<file path="src/rtl/serial_adder_n_pkg.sv">
// Shared constants for the digit-serial adder: FSM state encoding and operation modes.
package serial_adder_n_pkg;

  typedef enum logic {
    ST_IDLE = 1'b0,
    ST_RUN  = 1'b1
  } state_t;

  localparam logic MODE_ADD = 1'b0;
  localparam logic MODE_SUB = 1'b1;

endpackage

</file>
<file path="src/rtl/serial_adder_n_fa_slice.sv">
// Full-adder cell and the DIGIT-bit ripple slice built by chaining it.
module fa_cell (
  input  logic a,
  input  logic b,
  input  logic ci,
  output logic s,
  output logic co
);

  assign s  = a ^ b ^ ci;
  assign co = (a & b) | (ci & (a ^ b));

endmodule

module fa_slice #(
  parameter int DIGIT = 4
) (
  input  logic [DIGIT-1:0] a,
  input  logic [DIGIT-1:0] b,
  input  logic             ci,
  output logic [DIGIT-1:0] s,
  output logic             co,
  output logic             c_msb_in
);

  // c[i] is the carry into bit i; c[DIGIT] leaves the slice.
  logic [DIGIT:0] c;

  assign c[0] = ci;

  for (genvar i = 0; i < DIGIT; i++) begin : g_cell
    fa_cell u_cell (
      .a  (a[i]),
      .b  (b[i]),
      .ci (c[i]),
      .s  (s[i]),
      .co (c[i+1])
    );
  end

  assign co       = c[DIGIT];
  assign c_msb_in = c[DIGIT-1];

endmodule

</file>
<file path="src/rtl/serial_adder_n.sv">
// Digit-serial adder/subtractor: adds two WIDTH-bit operands DIGIT bits per clock.
module serial_adder_n
  import serial_adder_n_pkg::*;
#(
  parameter int WIDTH = 16,
  parameter int DIGIT = 4
) (
  input  logic             clk,
  input  logic             rst,
  input  logic             start,
  input  logic             mode,
  input  logic [WIDTH-1:0] a,
  input  logic [WIDTH-1:0] b,
  input  logic             cin,
  output logic             busy,
  output logic             done,
  output logic [WIDTH-1:0] sum,
  output logic             cout,
  output logic             ovf
);

  localparam int N  = WIDTH / DIGIT;
  localparam int CW = (N > 1) ? $clog2(N) : 1;
  localparam logic [CW-1:0] LAST = CW'(N - 1);

  state_t           state;
  logic [WIDTH-1:0] op_a;
  logic [WIDTH-1:0] op_b;
  logic [WIDTH-1:0] res_sh;
  logic             carry;
  logic [CW-1:0]    cnt;

  logic [DIGIT-1:0] slice_s;
  logic             slice_co;
  logic             slice_c_msb;
  logic [WIDTH-1:0] res_next;

  fa_slice #(.DIGIT(DIGIT)) u_slice (
    .a        (op_a[DIGIT-1:0]),
    .b        (op_b[DIGIT-1:0]),
    .ci       (carry),
    .s        (slice_s),
    .co       (slice_co),
    .c_msb_in (slice_c_msb)
  );

  // New digit enters at the top; after N shifts the LSB digit sits at bit 0.
  assign res_next = (res_sh >> DIGIT) | (WIDTH'(slice_s) << (WIDTH - DIGIT));

  always_ff @(posedge clk or posedge rst) begin
    if (rst) begin
      state  <= ST_IDLE;
      busy   <= 1'b0;
      done   <= 1'b0;
      sum    <= '0;
      cout   <= 1'b0;
      ovf    <= 1'b0;
      op_a   <= '0;
      op_b   <= '0;
      res_sh <= '0;
      carry  <= 1'b0;
      cnt    <= '0;
    end else begin
      done <= 1'b0;
      case (state)
        ST_IDLE: begin
          if (start) begin
            op_a  <= a;
            op_b  <= (mode == MODE_SUB) ? ~b : b;
            carry <= (mode == MODE_SUB) ? 1'b1 : cin;
            cnt   <= '0;
            busy  <= 1'b1;
            state <= ST_RUN;
          end
        end
        ST_RUN: begin
          op_a   <= op_a >> DIGIT;
          op_b   <= op_b >> DIGIT;
          carry  <= slice_co;
          res_sh <= res_next;
          cnt    <= cnt + 1'b1;
          if (cnt == LAST) begin
            sum   <= res_next;
            cout  <= slice_co;
            ovf   <= slice_c_msb ^ slice_co;
            done  <= 1'b1;
            busy  <= 1'b0;
            cnt   <= '0;
            state <= ST_IDLE;
          end
        end
        default: state <= ST_IDLE;
      endcase
    end
  end

endmodule

</file>
<file path="config.mk">
export PLATFORM = sky130hd
export DESIGN_NAME = serial_adder_n
export DESIGN_NICKNAME = d
export VERILOG_FILES = /design/src/rtl/serial_adder_n_pkg.sv /design/src/rtl/serial_adder_n_fa_slice.sv /design/src/rtl/serial_adder_n.sv
export SDC_FILE = /design/constraint.sdc
export NUM_CORES = 1
export LEC_CHECK = 0
export ABC_AREA = 0
export CAP_MARGIN = 10
export CORE_UTILIZATION = 52
export CTS_CLUSTER_DIAMETER = 150
export DETAILED_ROUTE_END_ITERATION = 6
export PLACE_DENSITY = 0.81
export SLEW_MARGIN = 20
export SYNTH_ARGS = -nofsm -noshare
export SYNTH_HDL_FRONTEND = slang
export SYNTH_SLANG_ARGS = --single-unit
</file>
<file path="constraint.sdc">
create_clock -name clk -period 3.5 [get_ports clk]
set_clock_uncertainty 0.1 [all_clocks]
set_input_delay 0.525 -clock clk [delete_from_list [all_inputs] [get_ports clk]]
set_output_delay 0.525 -clock clk [all_outputs]
set_load 0.01 [all_outputs]
</file>
==> out/metrics.csv, run 1 <==
metric,value,unit
cts_hold_buf,0,
tns,0,ns
ant_nets,0,
cpPeakStageDelay,0.43,ns
wirelength,5360,um
postSynthNetCount,291,
drcViolationCount,0,
worstPathCellList,"inv_1, fa_1, inv_1, fa_1, fa_1, inv_1, fa_1, xnor2_1, mux2_1",
htreeDepth,3,
grt_pass1_vias,1933,
die_height,78.7,um
end_kind,register,
hp-start,res_sh[4]$_DFFE_PP0P_,
ys_ff_latch,68,
finalHoldViolCount,0,
vdd_drop_max,422,uV
yosys-top-cells-area,"dfrtp_1, mux2_1, mux2i_1, xnor2_1, fa_1",
dr.pass1.iters,4,
tightest_slew,0.901,ns
power_density,833,nW/um^2
syn_area,3060,um^2
grt-ovfl-total,0,
seq_area_frac_synth,0.556,
syn_avg_cell_area,12.3,um^2
cts.sinks,68,
fp.dieW,78.7,um
hold_path.class,reg2reg,
status,completed,
cp_slowest_cell,fa_1,
synth_edf_count,0,
grt_max_degree,69,
instances_no_fill,379,
grt_pass1_wl,9320,um
io_pins,57,
final_core_utilization,0.695,
fmax,0.414,GHz
path_clk_slew,0.07,ns
initial_core_util,0.549,
rsz0062_at_grt,false,
hpwl,3540,um
wl_per_cell,14.1,um
dieArea,6190,um^2
synth_top_cell_by_area,dfrtp_1,
multi_input_area,1200,um^2
critical_path_arrival,2.55,ns
syn-instance-count,249,
yosysUniqueCellTypes,32,
cts.repair.resized,0,
ys_top_cells_by_count,"dfrtp_1, mux2_1, nand2_1",
maxCapViolCount,0,
r2r_slack,1.08,ns
drt_iter0_drc,118,
regToRegStartpoint,carry$_DFFE_PP0P_,
synthArstFlopShare,1.00,
track_usage,0.202,
yosys.area.top_type_share,0.556,
nFillCells,418,
antenna_found_initial,0,
start_kind,register,
post_cts_buffers,0,
seqCellArea,1700,um^2
antenna_cells,0,
cpMostUsedCell,fa_1,
slew_violations,0,
port_buffers,56,
viasPerCell,5.20,
cts_tree,yes,
dpl.cell_count,363,
setup_viol,0,
dr_total_vias,1971,
clk_latency,0.34,ns
cts_made_buffers,9,
cp.required,3.63,ns
ys_warn_count,0,
post-synth-top-count-cell,dfrtp_1,
cts_root_buf,clkbuf_8,
routabilityCongestion,0.747,
cts_buffer_depth,2,
fin_crit_sh,0.690,
crit_start,carry$_DFFE_PP0P_,
syn2layout_area_growth,26.7,%
path_max_fanout,3,
p_leak,1.71,nW
fp.coreArea,5570,um^2
timing.slew.headroom,0.398,
drive_gt1_frac,0.0945,
rows,27,
synthFlopType,dfrtp_1,
path_class,reg2reg,
period_minus_slack,2.42,ns
whs,0.382,ns
final_nets,344,
[critical path: cells and delay by family (launching register included)]
kind,cells,cell delay [ns]
fa+ha+maj,4,1.21
buf+inv,3,0.21
flops,1,0.37
mux,1,0.27
xor+xnor,1,0.15
[cells in the final DEF (no fill, tap or decap)]
cell and count:
o21bai_1 1, clkinvlp_4 2, mux2_2 6, o21ai_1 13, clkbuf_8 9, nand2_2 1, nor3b_1 1, dfrtp_1 67
mux2i_1 17, o21ai_0 1, xor2_1 7, o22ai_1 2, buf_12 1, o31ai_1 1, a221o_1 7, ha_1 1
bufinv_16 3, a21oi_1 4, or3b_1 6, inv_2 2, dfrtp_2 1, xnor2_1 10, clkinv_2 2, a31oi_1 2
mux2_1 19, a211oi_1 4, nand2_1 18, o211ai_1 5, fa_1 4, inv_1 10, clkdlybuf4s50_1 56, nor2b_1 1
buf_4 2, and2_1 7, nor2_1 12, nand2b_1 2
[routing by layer]
metal	part of all wire	global-route usage	wire length (um)	vias up
met5	0	0	0	-
met4	0.016	0.0722	88	0
met3	0.064	0.0791	343	10
met2	0.47	0.309	2540	62
met1	0.45	0.261	2390	942
li1	-	-	-	957
[report_power, final]
part	total [mW]	switching, mW	internal (mW)
Sequential	1.36	0.228	1.14
Clock	0.767	0.297	0.470
Combinational	1.10	0.490	0.608
Total	3.23	1.01	2.21
[final cells by class]
type,count,area share
repair buffers,59,0.154
flip-flops and latches,68,0.439
clock buffers,9,0.0320
inverters,12,0.0116
multi-input cells,152,0.310
clock inverters,7,0.0297
well taps,72,0.0232
[state kept, by name, indices dropped and copies added, names as in the netlist]
signal	count
busy	1
carry	1
cnt	2
cout	1
done	1
op_a	16
op_b	16
ovf	1
res_sh	12
state	1
sum	16
[through the flow]
step | area (um^2) | power (mW) | setup WS (ns)
floorplan | 3060 | 2.07 | 1.16
global placement | 3640 | 2.43 | 1.17
detailed placement | 3640 | 2.49 | 1.12
CTS | 3870 | 3.27 | 1.08
global route | 3870 | 3.46 | 0.963
finish | 3870 | 3.23 | 1.08
[logic make-up after synthesis]
group | synth area share
flip-flops | 0.556
AND/OR/NAND/NOR | 0.0790
multiplexers | 0.148
AO/OA/AOI/OAI | 0.0876
buffers and inverters | 0.0503
XOR/XNOR | 0.0487
adder cells (fa/ha/maj) | 0.0303
[path summary, 6_finish.rpt]
kind / endpoint / depth (start not counted)
worst max-delay path: ovf$_DFFE_PP0P_ / 9
worst min-delay path: res_sh[4]$_DFFE_PP0P_ / 1
worst max register to register: ovf$_DFFE_PP0P_ / 9
worst min register to register: res_sh[4]$_DFFE_PP0P_ / 1
max in group asynchronous: state$_DFF_PP0_ / 3
min in group asynchronous: sum[4]$_DFFE_PP0P_ / 3
No activity file was read; power rests on OpenSTA's default activity.
==> inputs of run 2 (changes only) <==
Settings changed: CORE_UTILIZATION 52 to 47, PLACE_DENSITY 0.81 to 0.77.
Clock period 3.5 ns to 2 ns, I/O delays scaled along.
==> out/metrics.csv, run 2 (synthesized netlist as in run 1, its figures left out) <==
metric,value,unit,change
status,"complete, but fails checks",,was completed
failed_checks,negative setup slack,,
antenna_cells,0,,unchanged
worstPathCellList,"inv_2, fa_2, inv_2, fa_2, fa_2, inv_2, fa_2, xnor2_1, mux2_4",,"was inv_1, fa_1, inv_1, fa_1, fa_1, inv_1, fa_1, xnor2_1, mux2_1"
path_class,reg2reg,,unchanged
grt-ovfl-total,0,,unchanged
grt_pass1_vias,2032,,was 1933
routabilityCongestion,0.710,,was 0.747
initial_core_util,0.484,,was 0.549
path_clk_slew,0.07,ns,about the same
hpwl,3840,um,was 3540 um
fmax,0.448,GHz,was 0.414 GHz
start_kind,register,,unchanged
htreeDepth,3,,unchanged
dr_total_vias,2009,,was 1971
drcViolationCount,0,,unchanged
tightest_slew,0.488,ns,was 0.901 ns
slew_violations,0,,unchanged
fp.coreArea,6310,um^2,was 5570 um^2
period_minus_slack,2.23,ns,was 2.42 ns
fp.dieW,82.7,um,was 78.7 um
cts_made_buffers,9,,unchanged
cp_top_family,adder cells,,unchanged
fin_total_pwr,5.49,mW,was 3.23 mW
p_leak,1.74,nW,was 1.71 nW
power_density,1390,nW/um^2,was 833 nW/um^2
die_height,82.7,um,was 78.7 um
r2r_end,ovf$_DFFE_PP0P_,,unchanged
cpMostUsedCell,fa_2,,was fa_1
antenna_found_initial,0,,unchanged
reg2regPathDepth,9,,unchanged
setup_viol,5,,was 0
rsz0062_at_grt,true,,was false
dr.pass1.iters,4,,unchanged
critical_path_arrival,2.37,ns,was 2.55 ns
hold_path.class,in2async,,was reg2reg
track_usage,0.196,,was 0.202
power.share.clock,0.180,,was 0.238
path_buf_inv,3,,unchanged
regToRegStartpoint,carry$_DFFE_PP0P_,,unchanged
port_buffers,56,,unchanged
final_nets,354,,was 344
cpPeakStageDelay,0.38,ns,was 0.43 ns
maxCapViolCount,0,,unchanged
cp.required,2.13,ns,was 3.63 ns
wl_per_cell,14.2,um,was 14.1 um
final_area,3940,um^2,was 3870 um^2
rows,29,,was 27
wirelength,5560,um,was 5360 um
placed_area,3740,um^2,was 3640 um^2
drive_gt1_frac,0.149,,was 0.0945
top_regs,"op_a: 16 flops, op_b: 16 flops, sum: 16 flops",,unchanged
cp_slowest_cell,fa_2,,was fa_1
final_cell_mix,"dfrtp_1, clkdlybuf4s50_1, nand2_1, mux2_1, mux2i_1",,"was dfrtp_1, clkdlybuf4s50_1, mux2_1"
cts.sinks,68,,unchanged
cts_root_buf,clkbuf_8,,unchanged
nFillCells,532,,was 418
p_sw_frac,0.327,,was 0.314
instances_no_fill,393,,was 379
end_kind,register,,unchanged
clk_latency,0.34,ns,about the same
final_core_utilization,0.624,,was 0.695
io_pins,57,,unchanged
fin_crit_sh,1.12,,was 0.690
ant_nets,0,,unchanged
path_max_fanout,2,,was 3
grt_max_degree,69,,unchanged
r2r_slack,-0.23,ns,was 1.08 ns
seqPwrFrac,0.435,,was 0.422
dpl.cell_count,376,,was 363
cts_tree,yes,,unchanged
p_sw,1.79,mW,was 1.01 mW
finalHoldViolCount,0,,unchanged
syn2layout_area_growth,28.8,%,was 26.7%
vdd_drop_max,772,uV,was 422 uV
cts_hold_buf,0,,unchanged
comb_power_share,0.386,,was 0.340
setup_slack,-0.234,ns,was 1.08 ns
drt_iter0_drc,77,,was 118
viasPerCell,5.11,,was 5.20
final_common_cell,dfrtp_1,,unchanged
grt_pass1_wl,9580,um,was 9320 um
timing.slew.headroom,0.674,,was 0.398
dieArea,6830,um^2,was 6190 um^2
cts_buffer_depth,2,,unchanged
p_int,3.69,mW,was 2.21 mW
-- run 2: how the worst max path moves through the flow --
stage | end | startpoint | cells past startpoint | slack [ns]
2_1_floorplan | ovf$_DFFE_PP0P_ | carry$_DFFE_PP0P_ | 9 | -0.19
3_3_place_gp | ovf$_DFFE_PP0P_ | carry$_DFFE_PP0P_ | 9 | -0.20
3_5_place_dp | ovf$_DFFE_PP0P_ | carry$_DFFE_PP0P_ | 9 | -0.24
4_1_cts | ovf$_DFFE_PP0P_ | carry$_DFFE_PP0P_ | 9 | -0.23
5_1_grt | ovf$_DFFE_PP0P_ | carry$_DFFE_PP0P_ | 9 | -0.30
6_report | ovf$_DFFE_PP0P_ | carry$_DFFE_PP0P_ | 9 | -0.23
-- run 2: routing by layer --
metal | up-vias | GRT usage | routed length [um]
li1 | 980 | - | -
met5 | - | 0 | 0
met2 | 52 | 0.309 | 2760
met4 | 0 | 0.0741 | 60
met3 | 7 | 0.0780 | 284
met1 | 970 | 0.240 | 2450
-- run 2: power by group through the flow --
stage / registers, mW / clock network, mW / logic (mW)
6_report: 2.39 / 0.986 / 2.12
5_1_grt: 2.47 / 1.09 / 2.36
4_1_cts: 2.39 / 1.03 / 2.14
3_5_place_dp: 2.41 / 0 / 2.08
3_3_place_gp: 2.39 / 0 / 1.99
2_1_floorplan: 2.36 / 0 / 1.29
-- run 2: cell type report --
type                       instances  area, um^2  area share
timing repair buffer              69         696       0.177
clock buffer                      13         159      0.0403
sequential                        68        1700       0.432
multi-input combinational        152        1230       0.311
inverter                          12        48.8      0.0124
tap                               77        96.3      0.0245
clock inverter                     2        10.0     0.00254
-- run 2: worst min-delay path, delay by kind of cell --
kind     cells  cell delay (ns)
buf+inv      3             0.83
-- run 2: what timing repair did --
item	4_1_cts	5_1_grt
buffers inserted	1	1
gates cloned	0	0
endpoints found under the hold margin	0	0
pin swaps	1	1
endpoints found under the setup margin	5	7
gates resized for setup	3	0
-- run 2: per-stage QoR --
step                hold WS (ns)  worst slack (ns)  setup TNS [ns]
floorplan                  0.350            -0.185          -0.396
global placement           0.364            -0.195          -0.530
detailed placement         0.367            -0.244          -0.824
global route               0.336            -0.305           -1.45
CTS                        0.308            -0.231           -1.07
finish                     0.281            -0.234           -1.02
==> variant (config.mk and constraints of run 2) <==
Set the parameter `WIDTH` to 8 (it was 16).
--- a/src/rtl/serial_adder_n.sv
+++ b/src/rtl/serial_adder_n.sv
@@ -2,7 +2,7 @@
 module serial_adder_n
   import serial_adder_n_pkg::*;
 #(
-  parameter int WIDTH = 16,
+  parameter int WIDTH = 8,
   parameter int DIGIT = 4
 ) (
   input  logic             clk,
Interface: changed (resized a, b and sum); port bits go from 57 to 33. The function was not compared with the original's and may differ.
==> variant against run 2 <==
  * The flow still finishes with violations (setup timing)
  * Global-route usage decreased by 0.51 points
  * Largest power group is now combinational logic
  * Non-clock buffer count decreased by 27
  * Combinational power decreased by 38%
  * Total power decreased by 45%
  * Area after synthesis decreased by 47%
  * Cell area shrank 46%
  * Wire length decreased by 49%
  * Sequential cell count down 33
  * Sequential share of layout area fell by 1.8 points
  * Critical path type unchanged
  * Utilization rose by 4.7 points
  * Setup slack worse by 0.029 ns
==> variant: results (changes against run 2) <==
[clock_network]
cts_max_level = 2  ; was 3
root_buffer = clkbuf_4  ; was clkbuf_8
clk_pin_slew_worst_paths_ns = 0.10  ; was 0.07 ns
cts_made_buffers = 5  ; was 9

[cells_and_area]
finalNonFillerCells = 222  ; was 393
final_nets = 202  ; was 354
fillers = 275  ; was 532
drive_gt1_frac = 0.236  ; was 0.149

[synthesis]
synth.avg_cell_area_um2 = 12.0  ; was 12.3 um^2
ys_types = 24  ; was 32
synthTopCellsByCount = 35 x dfrtp_1, 13 x inv_1, 12 x nor2_1  ; was 68 x dfrtp_1, 19 x mux2_1, 18 x nand2_1

[placement]
port-buffer-count = 32  ; was 56
placed_area_um2 = 2010  ; was 3740 um^2
place_congestion = 0.795  ; was 0.710
dp_slack_ns = -0.290  ; was -0.244 ns

[global_routing]
grt_usage = 0.190  ; was 0.196
use_met3 = 0.0576  ; was 0.0780
grt_max_degree = 36  ; was 69
use_met2 = 0.353  ; was 0.309
grt_pass1_wl_um = 5000  ; was 9580 um
grt_pass1_vias = 1171  ; was 2032

[routing]
drt-initial-drc-count = 28  ; was 77
wl_met2_um = 1460  ; was 2760 um
vias_per_cell = 4.88  ; was 5.11
wl_met3_um = 149  ; was 284 um

[sta]
worst_hold_slack_ns = 0.258  ; was 0.281 ns
finalSetupViolCount = 5  ; unchanged
setup_slack_ns = -0.263  ; was -0.234 ns
tns_ns = -1.11  ; was -1.02 ns
maxSlewHeadroom = 0.513  ; was 0.674

[run_status]
violations = setup timing  ; unchanged
outcome = complete, but fails checks  ; unchanged

[critical_path]
worstPathArrival_ns = 2.39  ; was 2.37 ns
slowest_stage = dfrtp_1  ; was fa_2

[power]
leakagePower_uw = 0.000951  ; was 0.00174 uW

variant: cell count changes in the layout (fill, tap and decap cells not counted), sizes merged, moves of 3 or more:
cell           delta
a221o             -7
and2              -7
buf               -3
clkbuf            -5
clkdlybuf4s50    -24
dfrtp            -33
mux2             -15
mux2i             -7
nand2            -10
o21ai            -10
xor2              -7
variant: worst max-delay path by stage:
stage | from | end | slack (ns)
after global placement | carry$_DFFE_PP0P_ | ovf$_DFFE_PP0P_ | -0.17
after global routing | carry$_DFFE_PP0P_ | ovf$_DFFE_PP0P_ | -0.37
after CTS | carry$_DFFE_PP0P_ | ovf$_DFFE_PP0P_ | -0.30
after detailed placement | carry$_DFFE_PP0P_ | ovf$_DFFE_PP0P_ | -0.29
final | carry$_DFFE_PP0P_ | ovf$_DFFE_PP0P_ | -0.26
after floorplan | carry$_DFFE_PP0P_ | ovf$_DFFE_PP0P_ | -0.16
variant: what timing repair did:
item | 4_1_cts | 5_1_grt
pin swaps | 0 | 1
resized for setup | 4 | 1
endpoints found under the setup margin | 6 | 7
setup buffers | 3 | 1
variant: cell type report:
type / instances / area, um^2 / area share
inverters: 13 / 48.8 / 0.0231
flip-flops and latches: 35 / 876 / 0.414
multi-input cells: 80 / 667 / 0.315
clock buffers: 8 / 68.8 / 0.0325
repair buffers: 42 / 399 / 0.189
well taps: 44 / 55.1 / 0.0260
variant: cell families after synthesis:
logic type,count (synthesis),synth area share
xor+xnor,9,0.0488
compound gates,20,0.0844
flops,35,0.542
fa+ha+maj,4,0.0495
simple gates,27,0.0836
mux,20,0.132
buf+inv,20,0.0604
variant: power by group:
part / switching, uW / total, uW / internal [uW]
clock network: 226 / 433 / 207
logic: 533 / 1310 / 775
registers: 246 / 1260 / 1020
total: 1010 / 3000 / 2000
